## src/rtl/bus_utils.sv

```systemverilog
`default_nettype none
// ============================================================================
//  Module      : bus_utils (package)
//  Description : Shared bus types and default sizing for the bus master path.
//  Revision    : 1.0 - initial release
// ============================================================================
package bus_utils;

    localparam int c_DEF_DATA_W = 32;
    localparam int c_DEF_LEN_W  = 4;
    localparam int c_DEF_TO_CYC = 16;

    typedef enum logic [4:0] {
        ST_IDLE = 5'b00001,
        ST_REQ  = 5'b00010,
        ST_ADDR = 5'b00100,
        ST_DATA = 5'b01000,
        ST_TURN = 5'b10000
    } mst_states_t;

endpackage
`default_nettype wire

```

## src/rtl/bus_beat_counter.sv

```systemverilog
`default_nettype none
// ============================================================================
//  Module      : bus_beat_counter
//  Description : Burst beat counter and target wait-state timeout counter.
//  Revision    : 1.0 - initial release
// ============================================================================
module bus_beat_counter
    import bus_utils::*;
#(
    parameter int LEN_W  = c_DEF_LEN_W,
    parameter int TO_CYC = c_DEF_TO_CYC
) (
    input  logic             clk,
    input  logic             reset,
    input  logic             i_clear,
    input  logic             i_beat,
    input  logic             i_stall,
    input  logic [LEN_W-1:0] i_len,
    output logic             o_last_beat,
    output logic             o_timeout
);

    localparam int c_WAIT_W = $clog2(TO_CYC + 1);

    // One extra bit so a full 2**LEN_W beat burst never wraps.
    logic [LEN_W:0]    r_beat_q;
    logic [c_WAIT_W-1:0] r_wait_q;

    always_ff @(posedge clk or negedge reset) begin
        if (!reset) begin
            r_beat_q <= '0;
            r_wait_q <= '0;
        end else if (i_clear) begin
            r_beat_q <= '0;
            r_wait_q <= '0;
        end else if (i_beat) begin
            r_beat_q <= r_beat_q + (LEN_W + 1)'(1);
            r_wait_q <= '0;
        end else if (i_stall) begin
            r_wait_q <= r_wait_q + c_WAIT_W'(1);
        end
    end

    assign o_last_beat = (r_beat_q == {1'b0, i_len});
    assign o_timeout   = i_stall && (r_wait_q == c_WAIT_W'(TO_CYC - 1));

endmodule
`default_nettype wire

```

## src/rtl/bus_master_if.sv

```systemverilog
`default_nettype none
// ============================================================================
//  Module      : bus_master_if
//  Description : Initiator-side write-burst interface: request/grant, address
//                and data phases with target wait-state timeout.
//  Revision    : 1.0 - initial release
// ============================================================================
module bus_master_if
    import bus_utils::*;
#(
    parameter int DATA_W = c_DEF_DATA_W,
    parameter int LEN_W  = c_DEF_LEN_W,
    parameter int TO_CYC = c_DEF_TO_CYC
) (
    input  logic              clk,
    input  logic              reset,
    input  logic              cmd_valid,
    output logic              cmd_ready,
    input  logic [DATA_W-1:0] cmd_addr,
    input  logic [LEN_W-1:0]  cmd_len,
    input  logic [DATA_W-1:0] wdata,
    input  logic              wdata_valid,
    output logic              wdata_ready,
    output logic              req_n,
    input  logic              gnt_n,
    output logic              frame_n,
    output logic              irdy_n,
    input  logic              trdy_n,
    output logic [DATA_W-1:0] ad,
    output logic              done,
    output logic              abort
);

    mst_states_t       r_state;
    mst_states_t       w_next;
    logic [DATA_W-1:0] r_addr_q;
    logic [LEN_W-1:0]  r_len_q;
    logic              r_done;
    logic              r_abort;

    logic w_in_data;
    logic w_beat;
    logic w_stall;
    logic w_last;
    logic w_timeout;

    assign w_in_data = (r_state == ST_DATA);
    assign w_beat    = w_in_data && wdata_valid && !trdy_n;
    // Only target-side waits count; a client with no data does not age the timer.
    assign w_stall   = w_in_data && wdata_valid && trdy_n;

    bus_beat_counter #(
        .LEN_W  (LEN_W),
        .TO_CYC (TO_CYC)
    ) u_beat_counter (
        .clk         (clk),
        .reset       (reset),
        .i_clear     (r_state == ST_IDLE),
        .i_beat      (w_beat),
        .i_stall     (w_stall),
        .i_len       (r_len_q),
        .o_last_beat (w_last),
        .o_timeout   (w_timeout)
    );

    always_ff @(posedge clk or negedge reset) begin
        if (!reset) begin
            r_state  <= ST_IDLE;
            r_addr_q <= '0;
            r_len_q  <= '0;
            r_done   <= 1'b0;
            r_abort  <= 1'b0;
        end else begin
            r_state <= w_next;
            r_done  <= w_beat && w_last;
            r_abort <= w_timeout;
            if (r_state == ST_IDLE && cmd_valid) begin
                r_addr_q <= cmd_addr;
                r_len_q  <= cmd_len;
            end
        end
    end

    always_comb begin
        w_next    = r_state;
        cmd_ready = 1'b0;
        req_n     = 1'b1;
        frame_n   = 1'b1;
        irdy_n    = 1'b1;
        ad        = '0;
        unique case (r_state)
            ST_IDLE: begin
                cmd_ready = 1'b1;
                if (cmd_valid) w_next = ST_REQ;
            end
            ST_REQ: begin
                req_n = 1'b0;
                if (!gnt_n) w_next = ST_ADDR;
            end
            ST_ADDR: begin
                frame_n = 1'b0;
                ad      = r_addr_q;
                w_next  = ST_DATA;
            end
            ST_DATA: begin
                frame_n = w_last;
                irdy_n  = !wdata_valid;
                ad      = wdata;
                if ((w_beat && w_last) || w_timeout) w_next = ST_TURN;
            end
            ST_TURN: begin
                w_next = ST_IDLE;
            end
            default: begin
                w_next = ST_IDLE;
            end
        endcase
    end

    assign wdata_ready = w_beat;
    assign done        = r_done;
    assign abort       = r_abort;

endmodule
`default_nettype wire

```

## config.mk

```make
export PLATFORM = sky130hd
export DESIGN_NAME = bus_master_if
export DESIGN_NICKNAME = d
export VERILOG_FILES = /design/src/rtl/bus_utils.sv /design/src/rtl/bus_beat_counter.sv /design/src/rtl/bus_master_if.sv
export SDC_FILE = /design/constraint.sdc
export NUM_CORES = 1
export LEC_CHECK = 0
export BUFFER_PORTS_ARGS = -buffer_cell sky130_fd_sc_hd__clkbuf_2
export CAP_MARGIN = 20
export CORE_AREA = 2 2 85 87
export CTS_CLUSTER_SIZE = 10
export DETAILED_ROUTE_END_ITERATION = 7
export DIE_AREA = 0 0 87 89
export PLACE_DENSITY = 0.78
export SLEW_MARGIN = 40
export SYNTH_ARGS = -nofsm -noshare
export SYNTH_HDL_FRONTEND = slang
export SYNTH_SLANG_ARGS = --single-unit
```

## constraint.sdc

```tcl
create_clock -name clk -period 3.3 [get_ports clk]
set_input_delay 0.495 -clock clk [delete_from_list [all_inputs] [get_ports clk]]
set_output_delay 0.495 -clock clk [all_outputs]
set_load 0.01 [all_outputs]
```

; After elaboration in Yosys (flattened, before gate mapping)
; Cells that the tools add are included.
[totals]
wordCells = 44
reg_bits = 53
output_inout_bits = 39
[classes]
n_eq_ne = 9
n_addsub = 2
muxes = 14
reduce_logical = 12
[op_table]
columns = cell, n
row1 = one-hot mux 32 bit (2 select lines), 1
row2 = two-way mux 5 bit, 8
row3 = one-hot mux 5 bit (4 select lines), 1
row4 = adder 5 x 1 -> 5 bit (second input constant), 2
row5 = == test 5 x 4 -> 1 bit (second input constant), 2
row6 = logical AND 1 bit, 6
row7 = == test 5 x 1 -> 1 bit (second input constant), 1
row8 = == test 5 x 2 -> 1 bit (second input constant), 1
row9 = == test 5 x 3 -> 1 bit (second input constant), 1
row10 = == test 5 x 4 -> 1 bit, 1
row11 = != test 2 bit (second input constant), 2
row12 = two-way mux 1 bit, 3
row13 = AND reduction 3 bit, 1
row14 = nonzero test 3 bit, 1
row15 = logical NOT 1 bit, 2
row16 = != test 2 x 1 -> 1 bit (second input constant), 1
row17 = one-hot mux 1 bit (2 select lines), 1
row18 = nonzero test 2 bit, 1
row19 = logical OR 1 bit, 1

; Logic depth before layout (Yosys ltp)
[logic_depth]
depth_word = 7
ltp_mapped = 6
depth_no_buf = 6

; Cells and area by module
; From an unflattened synthesis, not the netlist that was laid out.
[unflattened]
hier_cells = 200
hier_area_um2 = 2663.8
[by_module_without_submodules]
columns = module, seq_area_each_um2, area_per_inst_um2, instances, cells_each
row1 = bus_master_if, 1077.3, 2119.5, 1, 150
row2 = bus_beat_counter, 250.2, 544.3, 1, 50

; Worst setup path before layout
; OpenSTA, ideal clock, no wires.
[synth_path]
path_kind = register to output
from = register r_state[4]
to = output ad[0]
n_path_buf = 1
arrival_time_ns = 1.569
stages_incl_launch_ff = 5
setup_slack_ns = 1.236
cell_sequence = dfrtp_1 > or4_1 > nor2_2 > buf_4 > a22o_1
[synth_between]
elab_chain_cells = 2
elab_cells_between_ends = 3
[synth_lines]
columns = element, line_no
row1 = from (decl), bus_master_if.sv:34  ; mst_states_t r_state;
row2 = from (signal assigned), bus_master_if.sv:74  ; r_state <= w_next;
row3 = == test 5 x 4 -> 1 bit or == test 5 x 3 -> 1 bit (tied branches), bus_master_if.sv:91  ; unique case (r_state)
row4 = one-hot mux 32 bit (2 select lines) *, bus_master_if.sv:91
row5 = to (decl), bus_master_if.sv:29  ; output logic [DATA_W-1:0] ad,
; Every way passes the cells marked *; elsewhere a longest branch is shown, timed or not.

; Worst setup path after layout
[layout_path]
from = register r_state[4]
to = output ad[3]
; The elaborated chain is that of the path after synthesis.

==> flow_summary.yaml <==
grt:
  grt_max_degree: 34
  grt_util_met1: 0.213
  grt_overflow: 0
  grt-busiest-layer: "met2"
  antenna_found_initial: 0
  grt_pass1_vias: 2141
  met2_usage: 0.289
  grtUsageMet3: 0.0406
  grt_pass1_wl_mm: 10.2
  grt_usage: 0.168
power_and_ir_drop:
  peakVddDrop_uv: 280
  cellLeakagePower_nw: 1.69
  power.density_nw_per_um2: 615
drt:
  vias: 2227
  wl_mm: 6.49
  viasPerCell: 5.35
  route.detailed.drc: 0
  wire_per_inst_um: 15.6
  ant_nets: 0
  first_pass_iters: 4
  drt-initial-drc-count: 63
synth:
  syn_area_um2: 2690
  synth-edff-count: 0
  yosys_warnings: 0
  ys_seq_area_frac: 0.494
  async_flop_share: 1.00
  yosys.cell_types.count: 46
  ys_ff_latch: 53
  synthCells: 223
  synth_ff_type: "dfrtp_1"
  synth_fp_nets: 300
  syn-mean-instance-area_um2: 12.1
floorplan:
  die_w_um: 87
  die_area_um2: 7740
  die_y_um: 89
  core_um2: 6720
  initial_core_util: 0.400
  rows: 30
  ios: 113
run_status:
  status: "finished clean"
cts:
  ctsResizeCount: 0
  path_clk_slew_ps: 100
  clkLatencyLatePin_ps: 310
  ctsHoldBuffers: 0
  ctsLongestPathBuffers: 2
  numCtsBuffers: 5
  clock-sinks: 53
  htreeDepth: 2
  cts_tree: "yes"
  root_buffer: "clkbuf_8"
  post-cts-setup-buffers: 0
critical_path:
  startpoint_type: "flop"
  worstPathArrival_ps: 2260
  worstPathMaxFanout: 26
  worst_setup_path_end_kind: "output pin"
  r2r_cells: 4
  worstPathRequired_ps: 2800
  crit_type: "reg2out"
place:
  detailed_place_hpwl_mm: 4.84
  dpl-instance-area_um2: 3340
  gp_congestion: 0.800
  place.port_buffers: 112
cells_and_area:
  multi_input_comb_area_um2: 1260
  regArea_um2: 1330
  layout.nets: 412
  area_growth_pct: 27.4
  diodes: 0
  layout-drive-gt1-share: 0.408
  finish.instance_area_um2: 3430
  fill_cells: 604
sta:
  setup_viol: 0
  worstMarginPinSlew_ps: 539
  setup_tns_ps: 0
  final.min_clock_period_ps: 2760
  slew_headroom: 0.639
  fmax_ghz: 0.363
  drv_slew: 0
  fin_crit_sh: 0.836
  hold_viol: 0
  clock-skew-final_ps: 14.9
  rsz0062_at_grt: "no"
worst_hold_path:
  hold_path.class: "in2async"
run:
  max_cap_viol_count: 0
## flip-flops by register name, summed over array words and instances (netlist names)
name and flops:
r_addr_q 32, r_state 5, u_beat_counter.r_beat_q 5, u_beat_counter.r_wait_q 5, r_len_q 4, abort 1, done 1
## where the power goes
group	switching (mW)	leakage (nW)	total [mW]	internal (mW)
Sequential	0.164	0.656	1.06	0.900
Combinational	0.338	0.992	0.679	0.340
Clock	0.218	0.0439	0.365	0.147
Total	0.721	1.69	2.11	1.39
## final timing paths
check | from | to | slack, ps
worst max-delay path | r_state[4]$_DFFE_PN0P_ | ad[3] | 540
worst min-delay path | reset | u_beat_counter.r_wait_q[1]$_DFFE_PN0P_ | 150
worst max register to register | r_state[4]$_DFFE_PN0P_ | r_addr_q[28]$_DFFE_PN0P_ | 1200
worst min register to register | r_addr_q[3]$_DFFE_PN0P_ | r_addr_q[3]$_DFFE_PN0P_ | 500
max in group asynchronous | reset | u_beat_counter.r_beat_q[0]$_DFFE_PN0P_ | 2490
min in group clk | gnt_n | r_state[2]$_DFFE_PN0P_ | 330
## per-stage QoR
step / power [mW] / hold slack, ps / utilization / cells / setup slack, ps
after floorplan: 1.53 / 199 / - / 223 / 1240
after global placement: 1.73 / 474 / 0.497 / 408 / 931
after detailed placement: 1.77 / 481 / 0.497 / 408 / 890
after CTS: 2.14 / 165 / 0.510 / 416 / 529
after global routing: 2.25 / 180 / 0.510 / 416 / 404
final: 2.11 / 149 / 0.510 / 416 / 542
## Yosys cell counts (2+ instances only)
| cell type | count | share of area |
|---|---|---|
| nor3_1 | 3 | 0.0056 |
| a31o_1 | 2 | 0.0065 |
| o21ai_1 | 3 | 0.0056 |
| ha_1 | 3 | 0.014 |
| clkbuf_1 | 2 | 0.0028 |
| nand2_1 | 6 | 0.0084 |
| or4_1 | 3 | 0.0084 |
| nor4b_1 | 2 | 0.0065 |
| nor2_1 | 4 | 0.0056 |
| a22o_1 | 32 | 0.10 |
| mux2i_1 | 2 | 0.0074 |
| dfrtp_1 | 52 | 0.48 |
| inv_1 | 8 | 0.011 |
| mux2_1 | 36 | 0.15 |
| a21oi_1 | 5 | 0.0093 |
| a21bo_2 | 2 | 0.0074 |
| o22ai_1 | 2 | 0.0047 |
| nand3_1 | 7 | 0.013 |
| and3_1 | 3 | 0.0070 |
| xnor2_1 | 5 | 0.016 |
| nand4_1 | 5 | 0.012 |
| buf_2 | 8 | 0.015 |
| nor2b_1 | 3 | 0.0070 |
| buf_4 | 3 | 0.0084 |
## area by class of cell
cell class              instances  area share
clock buffers                   5      0.0201
clock inverters                 3     0.00511
multi-input cells             148       0.367
repair buffers                118       0.181
well taps                      80      0.0292
flip-flops and latches         53       0.388
inverters                       9     0.00986
## per-layer routing
metal	wire length [um]	up-vias
met1	2720	1077
li1	-	1064
met3	420	6
met5	0	-
met4	60	0
met2	3290	80
## cells in the final DEF (no fill, tap or decap), types with 2 or more instances in the layout
cell	n
a21bo_2	2
a21oi_1	5
a22o_1	32
a31o_1	2
and3_1	3
buf_4	5
clkbuf_2	111
clkbuf_8	5
clkinv_2	2
dfrtp_1	52
ha_1	3
inv_1	8
mux2_1	36
mux2i_1	2
nand2_1	6
nand3_1	7
nand4_1	5
nor2_1	4
nor2b_1	3
nor3_1	3
nor4b_1	2
o21ai_1	3
o22ai_1	2
or4_1	3
xnor2_1	5
## critical path, stage by stage, from the launching register on
cell and delay, ps:
dfrtp_1 490, nor4b_2 310, buf_4 230, and2_1 360, buf_12 230, a22o_1 170, clkbuf_2 140
## kinds of logic after synthesis
| family | share of synthesized area |
|---|---|
| mux | 0.158 |
| flops | 0.494 |
| simple gates | 0.117 |
| fa+ha+maj | 0.0140 |
| buf+inv | 0.0386 |
| xor+xnor | 0.0163 |
| compound gates | 0.162 |
Note: power is estimated with default switching activity, not from simulation.
